==> src/rtl/cnn_pkg.sv <==
// Shared definitions for the CNN pooling path: pixel width, 2x2 window
// slot indices and a width helper for counters.
package cnn_pkg;

    // Default pixel width, shared with the max-pooling stage.
    localparam int DATA_SIZE = 8;

    // Slot order of a 2x2 pooling window.
    localparam int WIN_TL  = 0;
    localparam int WIN_TR  = 1;
    localparam int WIN_BL  = 2;
    localparam int WIN_BR  = 3;
    localparam int NUM_WIN = 4;

    // Ceiling log2, never less than 1 so a counter always has at least one bit.
    function automatic int clog2(input int value);
        int res;
        res = 1;
        for (int i = 1; i < 31; i++) begin
            if ((1 << i) < value) begin
                res = i + 1;
            end
        end
        return res;
    endfunction

endpackage

==> src/rtl/pool_line_buffer.sv <==
// One-row line buffer: synchronous write, two combinational read ports
// returning the pixel at rd_addr and at rd_addr-1 (the left neighbour).
module pool_line_buffer #(
    parameter int DATA_SIZE = 8,
    parameter int IMG_WIDTH = 8,
    parameter int AW        = 3
) (
    input  logic                 clk,
    input  logic                 wr_en,
    input  logic [AW-1:0]        wr_addr,
    input  logic [DATA_SIZE-1:0] wr_data,
    input  logic [AW-1:0]        rd_addr,
    output logic [DATA_SIZE-1:0] rd_data_cur,
    output logic [DATA_SIZE-1:0] rd_data_prev
);

    logic [DATA_SIZE-1:0] mem [0:IMG_WIDTH-1];
    logic [AW-1:0]        rd_addr_prev;

    // Storage is not reset: every entry is rewritten in the even row before
    // it is read in the following odd row.
    always_ff @(posedge clk) begin
        if (wr_en) begin
            mem[wr_addr] <= wr_data;
        end
    end

    // Left-neighbour address; clamped at 0 so the read never leaves the array
    // (only odd addresses are actually consumed).
    always_comb begin
        rd_addr_prev = (rd_addr == '0) ? '0 : rd_addr - AW'(1);
    end

    assign rd_data_cur  = mem[rd_addr];
    assign rd_data_prev = mem[rd_addr_prev];

endmodule

==> src/rtl/pool_window_gen.sv <==
// Turns a raster pixel stream into non-overlapping 2x2 pooling windows.
// Even rows are buffered; in odd rows, each odd column completes a window
// which is presented one cycle later with a single-cycle valid pulse.
module pool_window_gen
    import cnn_pkg::*;
#(
    parameter int DATA_SIZE  = cnn_pkg::DATA_SIZE,
    parameter int IMG_WIDTH  = 8,
    parameter int IMG_HEIGHT = 8
) (
    input  logic                 clk,
    input  logic                 rst_n,
    input  logic                 clear,
    input  logic                 in_valid,
    input  logic [DATA_SIZE-1:0] in_data,
    output logic [DATA_SIZE-1:0] win0,
    output logic [DATA_SIZE-1:0] win1,
    output logic [DATA_SIZE-1:0] win2,
    output logic [DATA_SIZE-1:0] win3,
    output logic                 win_valid,
    output logic                 frame_done
);

    localparam int CW = clog2(IMG_WIDTH);
    localparam int RW = clog2(IMG_HEIGHT);
    localparam logic [CW-1:0] COL_LAST = CW'(IMG_WIDTH - 1);
    localparam logic [RW-1:0] ROW_LAST = RW'(IMG_HEIGHT - 1);

    logic [CW-1:0]        col_cnt_q, col_cnt_d;
    logic [RW-1:0]        row_cnt_q, row_cnt_d;
    logic [DATA_SIZE-1:0] held_q, held_d;
    logic [DATA_SIZE-1:0] win_q [NUM_WIN];
    logic [DATA_SIZE-1:0] win_d [NUM_WIN];
    logic                 win_valid_q, win_valid_d;
    logic                 frame_done_q, frame_done_d;

    logic                 accept;
    logic                 lb_wr_en;
    logic [DATA_SIZE-1:0] lb_cur, lb_prev;

    assign accept   = in_valid && !clear;
    assign lb_wr_en = accept && !row_cnt_q[0];

    pool_line_buffer #(
        .DATA_SIZE (DATA_SIZE),
        .IMG_WIDTH (IMG_WIDTH),
        .AW        (CW)
    ) u_line_buffer (
        .clk          (clk),
        .wr_en        (lb_wr_en),
        .wr_addr      (col_cnt_q),
        .wr_data      (in_data),
        .rd_addr      (col_cnt_q),
        .rd_data_cur  (lb_cur),
        .rd_data_prev (lb_prev)
    );

    // Next-state: raster counters, held bottom-left pixel and window capture.
    always_comb begin
        col_cnt_d    = col_cnt_q;
        row_cnt_d    = row_cnt_q;
        held_d       = held_q;
        win_valid_d  = 1'b0;
        frame_done_d = 1'b0;
        for (int i = 0; i < NUM_WIN; i++) begin
            win_d[i] = win_q[i];
        end

        if (clear) begin
            col_cnt_d = '0;
            row_cnt_d = '0;
        end else if (in_valid) begin
            if (row_cnt_q[0]) begin
                if (!col_cnt_q[0]) begin
                    held_d = in_data;
                end else begin
                    win_d[WIN_TL] = lb_prev;
                    win_d[WIN_TR] = lb_cur;
                    win_d[WIN_BL] = held_q;
                    win_d[WIN_BR] = in_data;
                    win_valid_d   = 1'b1;
                    frame_done_d  = (row_cnt_q == ROW_LAST) && (col_cnt_q == COL_LAST);
                end
            end

            if (col_cnt_q == COL_LAST) begin
                col_cnt_d = '0;
                row_cnt_d = (row_cnt_q == ROW_LAST) ? '0 : row_cnt_q + RW'(1);
            end else begin
                col_cnt_d = col_cnt_q + CW'(1);
            end
        end
    end

    // Control registers: counters, held pixel and the output pulses.
    always_ff @(posedge clk or negedge rst_n) begin
        if (!rst_n) begin
            col_cnt_q    <= '0;
            row_cnt_q    <= '0;
            held_q       <= '0;
            win_valid_q  <= 1'b0;
            frame_done_q <= 1'b0;
        end else begin
            col_cnt_q    <= col_cnt_d;
            row_cnt_q    <= row_cnt_d;
            held_q       <= held_d;
            win_valid_q  <= win_valid_d;
            frame_done_q <= frame_done_d;
        end
    end

    // One register per window slot; they hold between windows.
    generate
        for (genvar gi = 0; gi < NUM_WIN; gi++) begin : g_win
            always_ff @(posedge clk or negedge rst_n) begin
                if (!rst_n) begin
                    win_q[gi] <= '0;
                end else begin
                    win_q[gi] <= win_d[gi];
                end
            end
        end
    endgenerate

    assign win0       = win_q[WIN_TL];
    assign win1       = win_q[WIN_TR];
    assign win2       = win_q[WIN_BL];
    assign win3       = win_q[WIN_BR];
    assign win_valid  = win_valid_q;
    assign frame_done = frame_done_q;

endmodule

==> config.mk <==
export PLATFORM = sky130hd
export DESIGN_NAME = pool_window_gen
export DESIGN_NICKNAME = d
export VERILOG_FILES = /design/src/rtl/cnn_pkg.sv /design/src/rtl/pool_line_buffer.sv /design/src/rtl/pool_window_gen.sv
export SDC_FILE = /design/constraint.sdc
export NUM_CORES = 1
export LEC_CHECK = 0
export CAP_MARGIN = 30
export CORE_MARGIN = 2
export CORE_UTILIZATION = 50
export DETAILED_ROUTE_END_ITERATION = 10
export PLACE_DENSITY = 0.74
export SETUP_SLACK_MARGIN = 0.1
export SKIP_CTS_REPAIR_TIMING = 1
export SYNTH_ARGS = -nofsm -noshare
export SYNTH_HDL_FRONTEND = slang
export SYNTH_SLANG_ARGS = --single-unit
==> constraint.sdc <==
create_clock -name clk -period 2.3 [get_ports clk]
set_input_delay 0.46 -clock clk [delete_from_list [all_inputs] [get_ports clk]]
set_output_delay 0.46 -clock clk [all_outputs]
set_load 0.02 [all_outputs]
==> results of run 1 <==
## registers in the layout, summed over array words and instances, names as in the netlist
register           cells
win3                   8
win1                   8
win_valid              1
win0                   8
u_line_buffer.mem     64
col_cnt_q              3
row_cnt_q              3
frame_done             1
win2                   8
held_q                 8
## per-stage QoR
step | instances | instance area (µm²)
2_1_floorplan | 225 | 4290
4_1_cts | 398 | 5140
6_report | 398 | 5140
3_5_place_dp | 382 | 4960
5_1_grt | 398 | 5140
3_3_place_gp | 382 | 4960
## power breakdown
group / internal [µW] / total [µW] / switching [µW]
Combinational: 61.7 / 139 / 77.0
Sequential: 2140 / 2150 / 9.34
Clock: 429 / 1070 / 639
## cell type report
cell class	count	area, µm²	area share
Sequential cell	112	3120	0.608
Multi-Input combinational cell	98	1100	0.214
Timing Repair Buffer	62	586	0.114
Clock buffer	10	138	0.0268
Tap cell	105	131	0.0256
Clock inverter	6	43.8	0.00852
Inverter	5	18.8	0.00365
## synth_stat cells, drive strengths merged
cell     n  area share
nor3b    1      0.0018
ha       6       0.018
mux4    16       0.085
nand2b   1      0.0015
inv      5      0.0044
nand3b   1      0.0018
nand3    1      0.0012
clkbuf   4      0.0035
dfrtp   48        0.28
buf      6      0.0082
nand4b   2      0.0041
nor4bb   1      0.0023
and3     1      0.0015
a21oi    3      0.0035
mux2i    3      0.0070
edfxtp  64        0.45
mux2    41        0.11
nand2    8      0.0070
nor3     2      0.0023
nor2    11      0.0096
## routing by layer
metal | wire [µm] | track usage | part of all wire | vias to the layer above
li1 | - | - | - | 977
met1 | 3280 | 0.237 | 0.45 | 1105
met2 | 3680 | 0.291 | 0.50 | 40
met3 | 264 | 0.0442 | 0.036 | 6
met4 | 75 | 0.0458 | 0.010 | 0
met5 | 0 | 0 | 0 | -
## worst reg2reg max path: cells and delay by family (launching register included)
family / cells / cell delay, ns
buffers and inverters: 1 / 0.10
adders and majority gates: 1 / 0.24
DFF: 1 / 0.48
muxes: 3 / 1.13
## cells by family (layout without fill, tap and decap cells)
family,count (synthesis),count (layout),synth area share
adders and majority gates,6,6,0.0175
DFF,112,112,0.729
AOI/OAI and AO/OA,3,3,0.00350
muxes,60,60,0.201
and+or+nand+nor,29,29,0.0330
buffers and inverters,15,83,0.0161
## path summary, 6_finish.rpt
path / from / slack (ns) / endpoint
worst min-delay path: rst_n / 0.07 / win0[7]
max in group asynchronous: rst_n / 1.99 / win3[5]
min in group clk: held_q[2] / 0.51 / win2[2]
worst max register to register: col_cnt_q[0] / 0.25 / win0[7]
worst min register to register: held_q[2] / 0.51 / win2[2]
worst max-delay path: col_cnt_q[0] / 0.25 / win0[7]
==> results.json, run 1 <==
{
  "launching_element_type_of_the_critical_path": "flip-flop",
  "first_global_vias": 2234,
  "final_core_utilization": 0.622,
  "synth_seq_area_share": 0.729,
  "cellLeakagePower_uw": 0.00206,
  "clk_pin_slew_worst_paths_ns": 0.10,
  "core_area_mm2": 0.00826,
  "r2r.worst_path.cells": 5,
  "slew_headroom": 0.692,
  "postSynthAreaPerCell_um2": 19.0,
  "cp_cell_sequence": "inv_1 > ha_1 > mux2_4 > mux4_2 > mux2_2",
  "max_slew.worst_pin.slew_ns": 0.460,
  "drt.antenna.violating_nets": 0,
  "post-route-worst-setup-slack_ns": 0.250,
  "cts_max_level": 3,
  "ctsLongestPathBuffers": 2,
  "synthCells": 225,
  "final-hold-violation-count": 0,
  "ir_worst_vdd_v": 0.000347,
  "final_max_slew_viol_count": 0,
  "rows": 33,
  "report.power.total_uw": 3360,
  "die_w_um": 96.6,
  "groute.usage.overall": 0.176,
  "dpl_worst_slack_ns": 0.174,
  "place.detailed.hpwl_mm": 4.81,
  "cts_root_buffer": "sky130_fd_sc_hd__clkbuf_8",
  "grt_pass1_wl_mm": 11.7,
  "initial_core_util": 0.519,
  "grt_setup_unrepaired": "false",
  "number_of_optimization_iterations_in_the_first_detailed_route_pass": 4,
  "grt_start_max_net_pins": 49,
  "path_max_fanout": 8,
  "timing.final.crit_share": 0.891,
  "clock_skew_ns": 0.0101,
  "worstSetupPathType": "reg -> reg",
  "route.final.wire_length_mm": 7.30,
  "netlist_area_mm2": 0.00428,
  "floorplan.die.height_um": 96.6,
  "num_io_pins": 46,
  "grt_overflow_total": 0,
  "critPathBufInv": 1,
  "critical-path-max-stage-delay_ns": 0.54,
  "dieArea_mm2": 0.00932,
  "drt-vias-per-instance": 5.35,
  "path_depth": 5,
  "worstPathArrival_ns": 2.31,
  "layout_common_cells": "64 x sky130_fd_sc_hd__edfxtp_1, 48 x sky130_fd_sc_hd__dfrtp_1, 44 x sky130_fd_sc_hd__clkdlybuf4s50_1, 40 x sky130_fd_sc_hd__mux2_2, 16 x sky130_fd_sc_hd__buf_4",
  "crit_path_top_delay_cell": "sky130_fd_sc_hd__mux4_2",
  "vias": 2128,
  "routabilityCongestion": 0.747,
  "fin_tns_setup_ns": 0,
  "finalCriticalPeriod_ns": 2.05,
  "setup-violations-final": 0,
  "critical_path_capture_point_type": "flip-flop",
  "most_common_library_cell_in_the_layout_ignoring_fill_and_taps": "sky130_fd_sc_hd__edfxtp_1",
  "place.port_buffers": 45,
  "post-route-drc-count": 0,
  "hold_ws_ns": 0.0719,
  "critical_path_required_ns": 2.56,
  "cts-buffers-inserted": 9,
  "run_status": "finished clean",
  "filler_cell_count": 620,
  "postSynthNetCount": 243,
  "antenna_cells": 0,
  "hold_path.class": "in -> async",
  "ys_warn_count": 0,
  "grt_antenna_before_repair": 0,
  "initialDrtViolationCount": 105,
  "area.growth.synth_to_final_pct": 20.0,
  "maxClockFrequency_mhz": 488,
  "clock_sinks": 112,
  "post_drt_wl_per_cell_um": 18.3,
  "worst_skew_late_latency_ns": 0.36,
  "power.density_mw_per_mm2": 654,
  "final_net_count": 306,
  "post_route_cells_drive_above_1_share": 0.311,
  "cell_variety_after_synth": 25,
  "tritoncts_clock_tree": "built",
  "synth-seq-cells": 112,
  "cpLargestDelayFamily": "multiplexers",
  "maxCapViolations": 0
}
No activity file was read; power rests on OpenSTA's default activity.
==> run 2: changes to the inputs <==
--- a/config.mk
+++ b/config.mk
@@ -10,6 +10,7 @@
 export CORE_UTILIZATION = 50
 export DETAILED_ROUTE_END_ITERATION = 10
 export PLACE_DENSITY = 0.74
+export REMOVE_ABC_BUFFERS = 1
 export SETUP_SLACK_MARGIN = 0.1
 export SKIP_CTS_REPAIR_TIMING = 1
 export SYNTH_ARGS = -nofsm -noshare
==> run 2 against run 1 <==
Net effect:
- register-to-register slack about the same
- non-clock buffer count down 1
- clock skew down 0.0011 ns
- via count up 0.47%
- critical endpoint is now win0[4]
==> results.json, run 2 (same netlist as run 1, synthesis figures left out) <==
{
  "dieArea_mm2": 0.00932,
  "critPathBufInv": 1,
  "maxClockFrequency_mhz": 487,
  "timing.rr.end": "win0[4]",
  "initialDrtViolationCount": 107,
  "cts_max_level": 3,
  "finalCriticalPeriod_ns": 2.05,
  "hold_path.class": "in -> async",
  "power_switching_share": 0.203,
  "setup-violations-final": 0,
  "drt.antenna.violating_nets": 0,
  "path_max_fanout": 8,
  "rows": 33,
  "timing.final.crit_share": 0.892,
  "ctsLongestPathBuffers": 2,
  "power.density_mw_per_mm2": 695,
  "clockPowerShare": 0.365,
  "routabilityCongestion": 0.757,
  "cellLeakagePower_uw": 0.00208,
  "num_io_pins": 46,
  "crit_path_top_delay_cell": "sky130_fd_sc_hd__mux4_2",
  "cp_cell_sequence": "inv_1 > ha_1 > mux2_4 > mux4_2 > mux2_2",
  "critical_path.reg2reg.startpoint": "col_cnt_q[0]",
  "grt_overflow_total": 0,
  "combinational_cell_fraction_of_total_power": 0.039,
  "clock_skew_ns": 0.00899,
  "critical_path_required_ns": 2.56,
  "area.growth.synth_to_final_pct": 21.2,
  "run_status": "finished clean",
  "maxCapViolations": 0,
  "place.port_buffers": 45,
  "ir_worst_vdd_v": 0.000322,
  "die_w_um": 96.6,
  "path_depth": 5,
  "floorplan.die.height_um": 96.6,
  "core_area_mm2": 0.00826,
  "clock_sinks": 112,
  "most_common_library_cell_in_the_layout_ignoring_fill_and_taps": "sky130_fd_sc_hd__edfxtp_1",
  "final_net_count": 305,
  "initial_core_util": 0.519,
  "layout_common_cells": "64 x sky130_fd_sc_hd__edfxtp_1, 48 x sky130_fd_sc_hd__dfrtp_1, 44 x sky130_fd_sc_hd__clkdlybuf4s50_1, 40 x sky130_fd_sc_hd__mux2_2",
  "r2r.worst_path.cells": 5,
  "groute.usage.overall": 0.165,
  "critical_path_capture_point_type": "flip-flop",
  "number_of_optimization_iterations_in_the_first_detailed_route_pass": 4,
  "cellInternalPower_uw": 2880,
  "fin_tns_setup_ns": 0,
  "first_global_vias": 2114,
  "cpLargestDelayFamily": "multiplexers",
  "power_switching_uw": 732,
  "cts_root_buffer": "sky130_fd_sc_hd__clkbuf_8",
  "grt_antenna_before_repair": 0,
  "slew_headroom": 0.630,
  "antenna_cells": 0,
  "final_max_slew_viol_count": 0,
  "tritoncts_clock_tree": "built",
  "power.share.sequential": 0.596,
  "grt_start_max_net_pins": 26,
  "critical-path-max-stage-delay_ns": 0.53,
  "vias": 2138,
  "post_drt_wl_per_cell_um": 17.7,
  "regMostFlops": "u_line_buffer.mem",
  "final-hold-violation-count": 0,
  "ff2ff_setup_slack_ns": 0.25,
  "worstPathArrival_ns": 2.31,
  "place.detailed.hpwl_mm": 4.59,
  "cts-buffers-inserted": 9,
  "largest_reg_flops": 64,
  "clk_pin_slew_worst_paths_ns": 0.10,
  "drt-vias-per-instance": 5.39,
  "grt_pass1_wl_mm": 11.0,
  "post_route_cells_drive_above_1_share": 0.312,
  "route.final.wire_length_mm": 7.04,
  "hold_ws_ns": 0.0668,
  "max_slew.worst_pin.slew_ns": 0.554,
  "worstSetupPathType": "reg -> reg",
  "grt_setup_unrepaired": "false",
  "worst_skew_late_latency_ns": 0.37,
  "post-route-drc-count": 0,
  "launching_element_type_of_the_critical_path": "flip-flop"
}
-- run 2: cell count changes in the layout (fill, tap and decap cells not counted) --
cell	change
sky130_fd_sc_hd__inv_4	+1
sky130_fd_sc_hd__clkinv_4	-2
sky130_fd_sc_hd__clkinv_2	-1
sky130_fd_sc_hd__buf_4	-1
sky130_fd_sc_hd__clkinv_1	-1
sky130_fd_sc_hd__clkbuf_16	+2
sky130_fd_sc_hd__bufinv_16	+1
-- run 2: final cells by class --
| type | instances | area (µm²) |
|---|---|---|
| sequential | 112 | 3120 |
| fill | 588 | 3070 |
| multi-input combinational | 98 | 1100 |
| timing repair buffer | 61 | 578 |
| clock buffer | 12 | 188 |
| tap | 105 | 131 |
| clock inverter | 4 | 53.8 |
| inverter | 5 | 18.8 |
-- run 2: worst register-to-register path, delay by kind of cell (launching register included) --
kind	cells	cell delay (ns)
fa+ha+maj	1	0.24
buf+inv	1	0.09
flops	1	0.48
mux	3	1.14
-- run 2: worst max-delay path by stage --
stage | startpoint | endpoint
6_report | col_cnt_q[0] | win0[4]
5_1_grt | col_cnt_q[0] | win0[1]
4_1_cts | col_cnt_q[0] | win0[4]
3_5_place_dp | clear | u_line_buffer.mem[1][7]
3_3_place_gp | clear | u_line_buffer.mem[0][0]
2_1_floorplan | col_cnt_q[1] | win0[5]
-- run 2: through the flow --
stage | utilization | setup WS (ns) | area [µm²] | cells | total power, µW
after global routing | 0.628 | 0.161 | 5190 | 397 | 3730
after CTS | 0.628 | 0.228 | 5190 | 397 | 3650
after floorplan | - | 0.0312 | 4230 | 215 | 2250
after detailed placement | 0.599 | 0.132 | 4950 | 381 | 2340
final | 0.628 | 0.248 | 5190 | 397 | 3610
after global placement | 0.599 | 0.154 | 4950 | 381 | 2330
-- run 2: power groups by stage --
| stage | registers [µW] | logic (µW) | clock network, µW |
|---|---|---|---|
| 6_report | 2150 | 140 | 1320 |
| 5_1_grt | 2150 | 155 | 1420 |
| 3_5_place_dp | 2190 | 143 | 0 |
| 4_1_cts | 2150 | 145 | 1350 |
| 2_1_floorplan | 2200 | 51.4 | 0 |
| 3_3_place_gp | 2190 | 140 | 0 |
-- run 2: layer usage --
layer / GRT usage / routed length [µm] / vias up
li1: - / - / 978
met3: 0.0287 / 207 / 10
met2: 0.260 / 3530 / 39
met5: 0 / 0 / -
met1: 0.228 / 3180 / 1111
met4: 0.0739 / 129 / 0
